File: config.mk
export PLATFORM = sky130hd
export DESIGN_NAME = stream_packer
export DESIGN_NICKNAME = d
export VERILOG_FILES = /design/src/rtl/stream_packer_pkg.sv /design/src/rtl/stream_packer_pipeline_register.sv /design/src/rtl/stream_packer.sv
export SDC_FILE = /design/constraint.sdc
export NUM_CORES = 1
export LEC_CHECK = 0
export BUFFER_PORTS_ARGS = -buffer_cell sky130_fd_sc_hd__buf_2
export CAP_MARGIN = 10
export CORE_ASPECT_RATIO = 0.6
export CORE_MARGIN = 8
export CORE_UTILIZATION = 45
export CTS_CLUSTER_SIZE = 30
export DETAILED_ROUTE_END_ITERATION = 12
export GPL_ROUTABILITY_DRIVEN = 0
export GPL_TIMING_DRIVEN = 0
export PLACE_DENSITY = 0.68
export RECOVER_POWER = 100
export SYNTH_ARGS = -nofsm -noshare
export SYNTH_HDL_FRONTEND = slang
export SYNTH_SLANG_ARGS = --single-unit
File: constraint.sdc
create_clock -name clk -period 8.3 [get_ports clk]
set_input_delay 1.245 -clock clk [delete_from_list [all_inputs] [get_ports clk]]
set_output_delay 1.245 -clock clk [all_outputs]
set_load 0.01 [all_outputs]
File: src/rtl/stream_packer_pkg.sv
// Shared sizing helpers for the stream packer and its output stage.
// All widths depend on instance parameters, so the helpers are functions, not fixed types.
package stream_pkg;

    localparam int DEFAULT_DATA_WIDTH = 32;
    localparam int DEFAULT_PACK_RATIO = 4;
    localparam int MAX_PACK_RATIO     = 16;

    // Lane counter width; a ratio of 1 still needs a 1-bit counter.
    function automatic int count_width(input int ratio);
        return (ratio > 1) ? $clog2(ratio) : 1;
    endfunction

    function automatic int beat_width(input int data_width, input int ratio);
        return data_width * ratio;
    endfunction

    // Width of the held output word {last, keep, data}.
    function automatic int packed_beat_width(input int data_width, input int ratio);
        return beat_width(data_width, ratio) + ratio + 1;
    endfunction

endpackage

File: src/rtl/stream_packer_pipeline_register.sv
// Single-entry valid/ready register stage; a beat is held stable until the downstream accepts it.
// Accepts a new word whenever it is empty or being emptied in the same cycle.
module pipeline_register #(
    parameter int DATA_WIDTH = 32
) (
    input  logic                  clk,
    input  logic                  rst,
    input  logic                  in_valid,
    output logic                  in_ready,
    input  logic [DATA_WIDTH-1:0] in_data,
    output logic                  out_valid,
    input  logic                  out_ready,
    output logic [DATA_WIDTH-1:0] out_data
);

    assign in_ready = !out_valid || out_ready;

    // NOTE: sequential state is assigned with <= so every flop samples pre-edge values.
    always_ff @(posedge clk or posedge rst) begin
        if (rst) begin
            out_valid <= 1'b0;
            out_data  <= '0;
        end else if (in_valid && in_ready) begin
            out_valid <= 1'b1;
            out_data  <= in_data;
        end else if (out_ready) begin
            out_valid <= 1'b0;
        end
    end

endmodule

File: src/rtl/stream_packer.sv
// Width upsizer: gathers PACK_RATIO narrow words into one wide beat with a per-lane keep mask,
// closing the beat early on in_last. The wide beat is held in a pipeline_register.
module stream_packer
    import stream_pkg::*;
#(
    parameter int DATA_WIDTH = DEFAULT_DATA_WIDTH,
    parameter int PACK_RATIO = DEFAULT_PACK_RATIO
) (
    input  logic                             clk,
    input  logic                             rst,
    input  logic                             in_valid,
    output logic                             in_ready,
    input  logic [DATA_WIDTH-1:0]            in_data,
    input  logic                             in_last,
    output logic                             out_valid,
    input  logic                             out_ready,
    output logic [DATA_WIDTH*PACK_RATIO-1:0] out_data,
    output logic [PACK_RATIO-1:0]            out_keep,
    output logic                             out_last
);

    localparam int CW = count_width(PACK_RATIO);
    localparam int BW = beat_width(DATA_WIDTH, PACK_RATIO);

    typedef struct packed {
        logic                  last;
        logic [PACK_RATIO-1:0] keep;
        logic [BW-1:0]         data;
    } beat_t;

    logic [CW-1:0]         count;
    logic [BW-1:0]         asm_data;
    logic [PACK_RATIO-1:0] asm_keep;
    logic [BW-1:0]         merged_data;
    logic [PACK_RATIO-1:0] merged_keep;
    logic                  accept;
    logic                  complete;
    beat_t                 load_beat;
    beat_t                 held_beat;

    assign accept   = in_valid && in_ready;
    assign complete = (count == CW'(PACK_RATIO - 1)) || in_last;

    // Constant lane indices keep every part-select in range for any legal ratio.
    always_comb begin
        merged_data = asm_data;
        merged_keep = asm_keep;
        for (int k = 0; k < PACK_RATIO; k++) begin
            if (count == CW'(k)) begin
                merged_data[k*DATA_WIDTH +: DATA_WIDTH] = in_data;
                merged_keep[k]                          = 1'b1;
            end
        end
    end

    // NOTE: the assembly buffer is reset as well, so unused upper lanes of a partial beat read 0.
    always_ff @(posedge clk or posedge rst) begin
        if (rst) begin
            count    <= '0;
            asm_data <= '0;
            asm_keep <= '0;
        end else if (accept) begin
            if (complete) begin
                count    <= '0;
                asm_data <= '0;
                asm_keep <= '0;
            end else begin
                count    <= count + CW'(1);
                asm_data <= merged_data;
                asm_keep <= merged_keep;
            end
        end
    end

    always_comb begin
        load_beat.last = in_last;
        load_beat.keep = merged_keep;
        load_beat.data = merged_data;
    end

    pipeline_register #(
        .DATA_WIDTH ($bits(beat_t))
    ) u_out_reg (
        .clk       (clk),
        .rst       (rst),
        .in_valid  (in_valid && complete),
        .in_ready  (in_ready),
        .in_data   (load_beat),
        .out_valid (out_valid),
        .out_ready (out_ready),
        .out_data  (held_beat)
    );

    assign out_data = held_beat.data;
    assign out_keep = held_beat.keep;
    assign out_last = held_beat.last;

endmodule

==> metrics.csv <==
metric,value,unit
status,"finished, violations left",
failing checks,"capacitance limit, slew limit",
DR vias/cell,6.00,
VDD IR max,137,uV
worst stage delay on the critical path,1.61,ns
clock skew,0.0102,ns
Num CTS Buffers,25,
wire length per cell,24.4,um
met1 global-route usage,0.342,
CP max-delay cell,clkbuf_1,
met3 Track Usage GR,0.0641,
post-synthesis sequential area ratio,0.594,
Least-Margin Pin Slew,2.26,ns
Post-Syn Area,11300,um2
GRT busiest layer,met1,
via count,8861,
critical path type,in2async,
final core utilization,0.529,
Min-Delay Path Class,reg2reg,
Worst-Skew Late Latency,0.52,ns
DPL Wire Length,25.7,mm
drt first pass iters,5,
Yosys cell types,26,
crit path DAT,4.99,ns
"Clk pin slew, worst setup/hold paths",0.07,ns
YS warnings,0,
Seq cells post-synth,268,
relative slew slack,-0.504,
number of setup buffers added after CTS,0,
DR iter-0 viols,828,
minimum clock period,4.77,ns
num ports,172,
RSZ-0062 raised after global routing,false,
Max-Cap Viols,3,
"Remaining Overflow, GRT",0,
Pwr Density,299,nW/um2
"commonest non-fill, non-tap cells in the layout","268 x dfrtp_1, 211 x clkbuf_1, 134 x a31oi_1",
TritonCTS clock tree,done,
core region area,24900,um2
largest net degree at the start of global routing,42,
final setup vio count,0,
CTS Hold Bufs,0,
crit path buf inv count,4,
Slew Limit Fails,122,
post-synthesis to final-layout area growth,16.9,%
fraction of layout cells with a size suffix above 1,0.0941,
fmax,210,MHz
CTS max path bufs,3,
"most used cell, CP",clkbuf_1,
Leakage,0.00571,uW
CP required,8.52,ns
"CP delay by family, top",buffers and inverters,
clk sinks,268,
CTS Root Cell,clkbuf_16,
die width,220,um
sum of negative setup slack,0,ns
# rows,45,
crit end category,asynchronous set/reset pin,
Remaining DRCs,0,
worst-path fanout max,41,
Final Hold Vio Count,0,
startpoint types,primary input,
Die Height,139,um
Syn Inst Count,926,
Detailed Route WL,36.0,mm
Initial Utilization,0.452,
IO buf count,171,
"Gates resized, CTS repair",0,
CTS HTree Levels,1,
global-route wire length before repair,53.9,mm
vias in the first global route,8719,
initial antenna violation count,0,
final net count,1172,
DRT antenna net count,0,
"commonest non-fill, non-tap cell in the layout",dfrtp_1,
Tcrit/Tclk final,0.575,
Synth Area per Inst,12.2,um2
GRT Total Usage,0.226,
Die ar.,30600,um2
met2 usage,0.317,
Syn Nets,967,
crit-path cells,"buf_2, clkinvlp_2, clkbuf_1, clkbuf_1",
-- layer usage --
metal	up-vias	wire length [um]
li1	3895	-
met5	-	0
met2	424	15000
met1	4484	16600
met3	58	3670
met4	0	750
-- path summary, 6_finish.rpt --
check	slack, ns	cells past startpoint	from	to
setup reg to reg	5.54	6	u_out_reg.out_valid$_DFFE_PP0P_	u_out_reg.out_data[117]$_DFFE_PP0P_
max in group clk	4.33	5	out_ready	in_ready
hold reg to reg	0.49	1	asm_data[97]$_DFFE_PP0P_	asm_data[97]$_DFFE_PP0P_
min in group asynchronous	0.78	2	rst	u_out_reg.out_data[100]$_DFFE_PP0P_
hold / removal	0.49	1	asm_data[97]$_DFFE_PP0P_	asm_data[97]$_DFFE_PP0P_
setup / recovery	3.53	4	rst	u_out_reg.out_data[57]$_DFFE_PP0P_
-- Yosys cell counts (all sizes together) --
cell type | instances | area (um2)
nand2b | 1 | 6.26
o211ai | 3 | 37.5
o21ai | 1 | 5.00
dfrtp | 268 | 6710
or2 | 1 | 6.26
nor2 | 8 | 30.0
inv | 4 | 15.0
nand3 | 2 | 15.0
ha | 4 | 50.1
a22o | 96 | 841
and4 | 3 | 26.3
clkbuf | 47 | 176
and3 | 1 | 6.26
a41o | 1 | 10.0
mux2i | 128 | 1280
and2 | 33 | 206
nand2 | 1 | 3.75
a31o | 1 | 8.76
a31oi | 134 | 838
o32a | 1 | 10.0
a21oi | 133 | 666
buf | 55 | 335
-- worst reg2reg max path: cells and delay by family (launching register included) --
family          cells  cell delay, ns
buf+inv             3            1.75
simple gates        1            0.16
flops               1            0.41
compound gates      2            0.35
-- stage by stage --
| stage | hold WS [ns] | total power [uW] | setup WS (ns) | cells | area (um2) |
|---|---|---|---|---|---|
| CTS | 0.486 | 4010 | 4.57 | 1477 | 13500 |
| detailed placement | 0.470 | 2850 | 4.57 | 1433 | 12700 |
| floorplan | 0.453 | 2390 | 3.52 | 926 | 11300 |
| global route | 0.495 | 4110 | 2.60 | 1477 | 13200 |
| finish | 0.487 | 3940 | 3.53 | 1478 | 13200 |
| global placement | 0.468 | 2830 | 1.85 | 1426 | 12600 |
-- cell type report --
cell class / instances / area [um2]
Clock buffer: 37 / 721
Antenna cell: 1 / 2.50
Clock inverter: 7 / 85.1
Buffer: 102 / 463
Sequential cell: 268 / 6710
Timing Repair Buffer: 178 / 759
Multi-Input combinational cell: 552 / 4030
Fill cell: 2297 / 11800
Inverter: 4 / 16.3
Tap cell: 329 / 412
-- sequential cells by signal, summed over array words and instances (netlist names) --
signal               flops
u_out_reg.out_valid      1
u_out_reg.out_data     133
asm_data               128
count                    2
asm_keep                 4
-- cells by family after synthesis --
group,count (synthesis),synth area share
DFF,268,0.594
muxes,128,0.114
AOI/OAI and AO/OA,370,0.214
buffers and inverters,106,0.0467
adders and majority gates,4,0.00444
and+or+nand+nor,50,0.0266
-- where the power goes --
part           internal (uW)  switching (uW)  total, uW  leakage [uW]
clock network            661             495       1160      0.000400
registers               1580             182       1760       0.00339
logic                    385             637       1020       0.00192
Power figures use the tool's default switching activity.
